## config.mk

```make
export PLATFORM = sky130hd
export DESIGN_NAME = fp_mult_pipe_flat
export DESIGN_NICKNAME = d
export VERILOG_FILES = /design/src/rtl/fp_pkg.sv /design/src/rtl/fp_mult_pipe_if.sv /design/src/rtl/fp_unpack.sv /design/src/rtl/fp_mult_pipe.sv /design/src/flat_wrapper.sv
export SDC_FILE = /design/constraint.sdc
export NUM_CORES = 2
export LEC_CHECK = 0
export BUFFER_PORTS_ARGS = -buffer_cell sky130_fd_sc_hd__buf_2
export CAP_MARGIN = 20
export CORE_AREA = 3 3 212 214
export CTS_BUF_LIST = sky130_fd_sc_hd__clkbuf_8 sky130_fd_sc_hd__clkbuf_16
export DETAILED_ROUTE_END_ITERATION = 6
export DIE_AREA = 0 0 215 217
export PLACE_DENSITY = 0.77
export SYNTH_ARGS = -nofsm -noshare
export SYNTH_HDL_FRONTEND = slang
export SYNTH_SLANG_ARGS = --single-unit
```

## constraint.sdc

```tcl
create_clock -name clk -period 9.15 [get_ports clk]
set_input_delay 0.4575 -clock clk [delete_from_list [all_inputs] [get_ports clk]]
set_output_delay 0.4575 -clock clk [all_outputs]
set_load 0.05 [all_outputs]
```

## src/rtl/fp_pkg.sv

```systemverilog
// Shared floating-point helpers: operand classes and constant encodings,
// parametrised by exponent/fraction width for the multiplier, adder and divider.
package fp_pkg;

  typedef enum logic [2:0] {ZERO, NORMAL, INF, QNAN, SNAN} fp_class_t;

  // Encodings are built in the widest supported word and truncated by the caller.
  localparam int FP_MAX_W = 64;
  typedef logic [FP_MAX_W-1:0] fp_word_t;

  function automatic int fp_bias(input int exp_w);
    return (1 << (exp_w - 1)) - 1;
  endfunction

  function automatic fp_word_t fp_exp_ones(input int exp_w, input int man_w);
    return ((fp_word_t'(1) << exp_w) - fp_word_t'(1)) << man_w;
  endfunction

  function automatic fp_word_t fp_qnan(input int exp_w, input int man_w);
    return fp_exp_ones(exp_w, man_w) | (fp_word_t'(1) << (man_w - 1));
  endfunction

  function automatic fp_word_t fp_inf(input logic sign, input int exp_w, input int man_w);
    return fp_exp_ones(exp_w, man_w) | (fp_word_t'(sign) << (exp_w + man_w));
  endfunction

endpackage

```

## src/rtl/fp_mult_pipe_if.sv

```systemverilog
// Operand/result handshake bundle of the pipelined FP multiplier.
interface fp_mult_pipe_if #(
  parameter int W = 32
);
  logic         in_valid;
  logic         in_ready;
  logic [W-1:0] a;
  logic [W-1:0] b;
  logic         out_valid;
  logic         out_ready;
  logic [W-1:0] result;
  logic         overflow;
  logic         underflow;
  logic         invalid;
  logic         inexact;

  modport master (
    output in_valid, a, b, out_ready,
    input  in_ready, out_valid, result, overflow, underflow, invalid, inexact
  );

  modport slave (
    input  in_valid, a, b, out_ready,
    output in_ready, out_valid, result, overflow, underflow, invalid, inexact
  );
endinterface

```

## src/rtl/fp_unpack.sv

```systemverilog
// Combinational operand unpack: class, sign, biased exponent and mantissa with
// hidden bit. Subnormals are flushed to zero of the same sign.
module fp_unpack
  import fp_pkg::*;
#(
  parameter int EXP_W = 8,
  parameter int MAN_W = 23
) (
  input  logic [EXP_W+MAN_W:0] x,
  output fp_class_t            cls,
  output logic                 sign,
  output logic [EXP_W-1:0]     biased_exp,
  output logic [MAN_W:0]       man
);

  logic [MAN_W-1:0] frac;

  assign sign       = x[EXP_W+MAN_W];
  assign biased_exp = x[EXP_W+MAN_W-1 -: EXP_W];
  assign frac       = x[MAN_W-1:0];

  // NOTE: every output gets a default first so no path leaves it unassigned,
  // which would otherwise infer a latch.
  always_comb begin
    cls = NORMAL;
    man = {1'b1, frac};
    if (biased_exp == '0) begin
      cls = ZERO;
      man = '0;
    end else if (&biased_exp) begin
      if (frac == '0)          cls = INF;
      else if (frac[MAN_W-1])  cls = QNAN;
      else                     cls = SNAN;
    end
  end

endmodule

```

## src/rtl/fp_mult_pipe.sv

```systemverilog
// Three-stage IEEE-style FP multiplier (RNE, flush-to-zero) with a global
// valid/ready stall: S1 classify/multiply, S2 normalise/round, S3 range/mux.
module fp_mult_pipe
  import fp_pkg::*;
#(
  parameter int EXP_W = 8,
  parameter int MAN_W = 23
) (
  input logic           clk,
  input logic           rst_n,
  fp_mult_pipe_if.slave bus
);

  localparam int W   = 1 + EXP_W + MAN_W;
  localparam int P   = 2 * MAN_W + 2;
  localparam int E_W = EXP_W + 2;

  typedef logic signed [E_W-1:0] exp_t;

  typedef struct packed {
    logic         special;
    logic         invalid;
    logic [W-1:0] res;
  } special_t;

  localparam exp_t         BIAS    = exp_t'(fp_bias(EXP_W));
  localparam exp_t         EXP_MAX = exp_t'((1 << EXP_W) - 1);
  localparam logic [W-1:0] QNAN_W  = W'(fp_qnan(EXP_W, MAN_W));
  localparam logic [W-1:0] INF_W   = W'(fp_inf(1'b0, EXP_W, MAN_W));

  logic advance;
  logic v1, v2, out_valid_q;
  logic [W-1:0] result_q;
  logic overflow_q, underflow_q, invalid_q, inexact_q;

  assign advance       = !out_valid_q || bus.out_ready;
  assign bus.in_ready  = advance;
  assign bus.out_valid = out_valid_q;
  assign bus.result    = result_q;
  assign bus.overflow  = overflow_q;
  assign bus.underflow = underflow_q;
  assign bus.invalid   = invalid_q;
  assign bus.inexact   = inexact_q;

  // ---------------- S1: classify, exponent sum, multiply ----------------
  fp_class_t        cls_a, cls_b;
  logic             sign_a, sign_b;
  logic [EXP_W-1:0] exp_a, exp_b;
  logic [MAN_W:0]   man_a, man_b;

  fp_unpack #(.EXP_W(EXP_W), .MAN_W(MAN_W)) u_unpack_a (
    .x(bus.a), .cls(cls_a), .sign(sign_a), .biased_exp(exp_a), .man(man_a)
  );
  fp_unpack #(.EXP_W(EXP_W), .MAN_W(MAN_W)) u_unpack_b (
    .x(bus.b), .cls(cls_b), .sign(sign_b), .biased_exp(exp_b), .man(man_b)
  );

  logic         s1_sign_n;
  exp_t         s1_exp_n;
  logic [P-1:0] s1_prod_n;
  special_t     s1_spec_n;

  assign s1_sign_n = sign_a ^ sign_b;
  assign s1_exp_n  = exp_t'({2'b00, exp_a}) + exp_t'({2'b00, exp_b}) - BIAS;
  assign s1_prod_n = P'(man_a) * P'(man_b);

  always_comb begin
    s1_spec_n.special = (cls_a != NORMAL) || (cls_b != NORMAL);
    s1_spec_n.invalid = 1'b0;
    s1_spec_n.res     = QNAN_W;
    if (cls_a inside {QNAN, SNAN} || cls_b inside {QNAN, SNAN}) begin
      s1_spec_n.invalid = (cls_a == SNAN) || (cls_b == SNAN);
    end else if ((cls_a == ZERO && cls_b == INF) || (cls_a == INF && cls_b == ZERO)) begin
      s1_spec_n.invalid = 1'b1;
    end else if (cls_a == INF || cls_b == INF) begin
      s1_spec_n.res = {s1_sign_n, INF_W[W-2:0]};
    end else begin
      s1_spec_n.res = {s1_sign_n, {(W-1){1'b0}}};
    end
  end

  logic         s1_sign;
  exp_t         s1_exp;
  logic [P-1:0] s1_prod;
  special_t     s1_spec;

  // ---------------- S2: normalise, round to nearest even ----------------
  logic [P-1:0]     norm;
  logic [MAN_W:0]   mant;
  logic             guard, sticky, lsb;
  logic [MAN_W+1:0] rnd;
  exp_t             s2_exp_n;

  assign norm   = s1_prod[P-1] ? s1_prod : (s1_prod << 1);
  assign mant   = norm[P-1 -: MAN_W+1];
  assign lsb    = norm[MAN_W+1];
  assign guard  = norm[MAN_W];
  assign sticky = |norm[MAN_W-1:0];
  assign rnd    = {1'b0, mant} + (MAN_W+2)'(guard & (sticky | lsb));
  // A rounding carry leaves rnd = 10.0...0, so its fraction bits are already zero.
  assign s2_exp_n = s1_exp + exp_t'({{(E_W-1){1'b0}}, s1_prod[P-1]})
                           + exp_t'({{(E_W-1){1'b0}}, rnd[MAN_W+1]});

  logic             s2_sign;
  exp_t             s2_exp;
  logic [MAN_W-1:0] s2_frac;
  logic             s2_inexact;
  special_t         s2_spec;

  // ---------------- S3: range check, final mux ----------------
  logic [W-1:0] res_n;
  logic         ovf_n, unf_n, inv_n, inx_n;

  always_comb begin
    res_n = {s2_sign, s2_exp[EXP_W-1:0], s2_frac};
    ovf_n = 1'b0;
    unf_n = 1'b0;
    inv_n = 1'b0;
    inx_n = s2_inexact;
    if (s2_spec.special) begin
      res_n = s2_spec.res;
      inv_n = s2_spec.invalid;
      inx_n = 1'b0;
    end else if (!s2_exp[E_W-1] && s2_exp >= EXP_MAX) begin
      res_n = {s2_sign, INF_W[W-2:0]};
      ovf_n = 1'b1;
      inx_n = 1'b1;
    end else if (s2_exp[E_W-1] || s2_exp == '0) begin
      res_n = {s2_sign, {(W-1){1'b0}}};
      unf_n = 1'b1;
      inx_n = 1'b1;
    end
  end

  // ---------------- Registers ----------------
  // NOTE: sequential state uses non-blocking assignments so every stage
  // samples its predecessor's pre-edge value regardless of statement order.
  always_ff @(posedge clk or negedge rst_n) begin
    if (!rst_n) begin
      v1          <= 1'b0;
      v2          <= 1'b0;
      out_valid_q <= 1'b0;
      result_q    <= '0;
      overflow_q  <= 1'b0;
      underflow_q <= 1'b0;
      invalid_q   <= 1'b0;
      inexact_q   <= 1'b0;
    end else if (advance) begin
      v1          <= bus.in_valid;
      v2          <= v1;
      out_valid_q <= v2;
      result_q    <= res_n;
      overflow_q  <= ovf_n;
      underflow_q <= unf_n;
      invalid_q   <= inv_n;
      inexact_q   <= inx_n;
    end
  end

  // NOTE: internal datapath registers are qualified by the stage valids, so
  // they carry no reset; mixing them into the reset block would turn rst_n
  // into a hold-enable on them.
  always_ff @(posedge clk) begin
    if (advance) begin
      s1_sign    <= s1_sign_n;
      s1_exp     <= s1_exp_n;
      s1_prod    <= s1_prod_n;
      s1_spec    <= s1_spec_n;
      s2_sign    <= s1_sign;
      s2_exp     <= s2_exp_n;
      s2_frac    <= rnd[MAN_W-1:0];
      s2_inexact <= guard | sticky;
      s2_spec    <= s1_spec;
    end
  end

endmodule

```

## src/flat_wrapper.sv

```systemverilog
// flat-port wrapper written by rule: the top's interface ports become plain ports
module fp_mult_pipe_flat import fp_pkg::*;
#(
  parameter int EXP_W = 8,
  parameter int MAN_W = 23
)
  (clk, rst_n, bus_in_valid, bus_a, bus_b, bus_out_ready, bus_in_ready, bus_out_valid, bus_result, bus_overflow, bus_underflow, bus_invalid, bus_inexact);
  fp_mult_pipe_if #(.W(32)) bus_i ();
  input logic clk;
  input logic rst_n;
  input wire logic [$bits(bus_i.in_valid)-1:0] bus_in_valid;
  input wire logic [$bits(bus_i.a)-1:0] bus_a;
  input wire logic [$bits(bus_i.b)-1:0] bus_b;
  input wire logic [$bits(bus_i.out_ready)-1:0] bus_out_ready;
  output wire logic [$bits(bus_i.in_ready)-1:0] bus_in_ready;
  output wire logic [$bits(bus_i.out_valid)-1:0] bus_out_valid;
  output wire logic [$bits(bus_i.result)-1:0] bus_result;
  output wire logic [$bits(bus_i.overflow)-1:0] bus_overflow;
  output wire logic [$bits(bus_i.underflow)-1:0] bus_underflow;
  output wire logic [$bits(bus_i.invalid)-1:0] bus_invalid;
  output wire logic [$bits(bus_i.inexact)-1:0] bus_inexact;
  assign bus_i.in_valid = bus_in_valid;
  assign bus_i.a = bus_a;
  assign bus_i.b = bus_b;
  assign bus_i.out_ready = bus_out_ready;
  assign bus_in_ready = bus_i.in_ready;
  assign bus_out_valid = bus_i.out_valid;
  assign bus_result = bus_i.result;
  assign bus_overflow = bus_i.overflow;
  assign bus_underflow = bus_i.underflow;
  assign bus_invalid = bus_i.invalid;
  assign bus_inexact = bus_i.inexact;
  fp_mult_pipe #(.EXP_W(EXP_W), .MAN_W(MAN_W)) u_core (.clk(clk), .rst_n(rst_n), .bus(bus_i));
endmodule
```

==> impl_results.md <==
- Max frequency: 0.120 GHz
- Syn nets: 3461
- FF-to-FF path depth: 12
- Syn Std Cell Area: 0.0258 mm²
- Count of pins over their slew limit: 0
- Slowest-stage cell, CP: nor2_4
- Number of gates resized after CTS: 0
- Placed Cells: 3278
- Post-synth EDFFs: 104
- Clock Latency Late Sink: 420 ps
- Router iterations before antenna repair: 7
- Yosys top cell area share: 0.376
- DR vias/cell: 5.97
- Final setup vio count: 0
- Final net count: 3449
- RR Startpoint: u_core.s1_prod[47]
- ANT nets after route: 0
- Outcome: complete, no violations
- Netlist cell types: 70
- Gr ovfl total: 0
- Hold_ws: 142 ps
- Setup Buffers After CTS: 0
- WP data required: 9310 ps
- Clock-pin slew on the worst setup and hold paths: 60 ps
- Root Driver: clkbuf_16
- Vias post-DR: 19766
- Wire per inst: 21.3 µm
- Post-Route Setup TNS: 0 ps
- Gpl congestion: 0.932
- Clock sink count: 143
- Largest net degree at the start of global routing: 104
- Filler cell count: 3521
- Non-filler instance count after layout: 3310
- Crit Path Category: in -> reg
- Cell taking the most area after synthesis: fa_1
- Nature of the critical path startpoint: primary input
- Final hold vios: 0
- Terminus of the critical flop-to-flop path: u_core.s2_exp[9]
- CP max stage delay: 800 ps
- Share of layout cells above drive strength 1: 0.0646
- Core area: 0.0431 mm²
- Post-synth top cells: inv_1, fa_1, nand2_1, and3_1, ha_1
- Primary FF master, synth: edfxtp_1
- Global-route wire length before repair: 113000 µm
- End point of the critical path: u_core.s1_prod[47]
- N_diodes: 0
- Max Cap Viol: 0
- RSZ-0062 raised after global routing: false
- # rows: 76
- Clock skew: 14.9 ps
- Worst path arrival time: 8480 ps
- Initial antenna violation count: 1
- Layout area overhead: 5.54%
- Die height: 217 µm
- R2R setup slack: 5130 ps
- Die ar.: 0.0467 mm²
- Initial Utilization: 0.598
- Ports: 106
- Tcrit/Tclk final: 0.909
- DPL Wire Length: 54600 µm
- Register area share after synthesis: 0.159
- Critical path capture point type: flop
- Avg Inst Size Synth: 9.46 µm²
- Pre-CTS setup slack: 461 ps
- Async set-or-reset flop fraction in the synthesized netlist: 0.273
- Slew headroom: 0.307
- Synth Register Bits: 143
- Min Tclk post-route: 8320 ps
- Worst-Margin Slew: 1040 ps
- Most frequent cell after synthesis: inv_1
- Synth Instances: 2724
- Deepest clock path buffer count: 2
- Min-delay worst type: in -> async
- TritonCTS clock tree: done
- Hold-fix buffers, CTS: 0
- Min setup slack post-route: 830 ps
- Port buffer count: 105
- Critical Path Source: bus_b[24]
- CTS H-tree lvls: 4
- DR DRC count: 0
- Critical path fanouts, max: 61
- CTS Buf Count: 17
- Number of global-route vias before repair: 20930
- Iteration-0 DRC Markers: 1651
- Die span in x: 215 µm
- CP most frequent cell: fa_1
- Overall Global Routing Usage: 0.310
- Yosys warns: 0
- Final wirelength: 70600 µm
- Top area cells in the synthesized netlist: fa_1, edfxtp_1, ha_1
-- final cells by class --
type / count / area [µm²] / share of cell area
repair buffers: 128 / 711 / 0.0261
multi-input cells: 1864 / 19000 / 0.698
clock buffers: 22 / 528 / 0.0194
inverters: 558 / 2100 / 0.0771
clock inverters: 10 / 56.3 / 0.00207
well taps: 585 / 732 / 0.0269
flip-flops and latches: 143 / 4100 / 0.151
-- registers in the layout, indices dropped and copies added (netlist names) --
| register | cells |
|---|---|
| u_core.s1_prod | 48 |
| u_core.bus.result | 32 |
| u_core.s2_frac | 23 |
| u_core.s1_exp | 10 |
| u_core.s2_exp | 10 |
| u_core.s1_spec | 5 |
| u_core.s2_spec | 5 |
| u_core.bus.inexact | 1 |
| u_core.bus.invalid | 1 |
| u_core.bus.out_valid | 1 |
| u_core.bus.overflow | 1 |
| u_core.bus.underflow | 1 |
| u_core.s1_sign | 1 |
| u_core.s2_inexact | 1 |
| u_core.s2_sign | 1 |
| u_core.v1 | 1 |
| u_core.v2 | 1 |
-- layer usage --
metal | global-route usage | routed length [µm] | vias up
met5 | 0 | 0 | -
li1 | - | - | 8584
met4 | 0.130 | 3460 | 0
met1 | 0.394 | 26700 | 9926
met2 | 0.518 | 33800 | 1017
met3 | 0.0669 | 6640 | 239
-- critical path: cells and delay by family --
kind / cells / cell delay (ps)
AO/OA/AOI/OAI: 6 / 1610
XOR/XNOR: 1 / 90
adder cells (fa/ha/maj): 8 / 3600
buffers and inverters: 6 / 960
AND/OR/NAND/NOR: 5 / 1690
-- how the worst min path moves through the flow --
stage | start | end | slack [ps] | cells past startpoint
final | rst_n | u_core.bus.result[7] | 140 | 1
after CTS | rst_n | u_core.bus.result[7] | 150 | 1
after global placement | u_core.s1_spec[31] | u_core.s2_spec[31] | 400 | 0
after detailed placement | u_core.s1_sign | u_core.s2_sign | 410 | 0
after floorplan | rst_n | u_core.bus.inexact | 160 | 0
after global routing | rst_n | u_core.bus.result[7] | 190 | 1
-- stage by stage --
step | area [µm²] | util
final | 27200 | 0.631
after global routing | 27200 | 0.631
after CTS | 27200 | 0.631
after detailed placement | 26600 | 0.618
after global placement | 26600 | 0.618
after floorplan | 25800 | -
-- cell usage in the layout (no fill, tap or decap), drive strengths merged, types with 38 or more instances in the layout --
cell type,instances
o21ai,43
ha,185
xor2,38
inv,566
xnor2,59
a21oi,75
nor2,48
edfxtp,104
and3,283
buf,128
nand2,345
dfrtp,39
fa,484
-- kinds of logic (layout without fill, tap and decap cells) --
group,count (synthesis),count (layout),share of synthesized area
buf+inv,717,718,0.105
flops,143,143,0.159
mux,17,17,0.00670
simple gates,848,848,0.168
xor+xnor,97,97,0.0330
compound gates,233,233,0.0616
fa+ha+maj,669,669,0.466
Power is not shown: default switching activity piles up to over one toggle a cycle in this logic, so the estimate is an artifact.
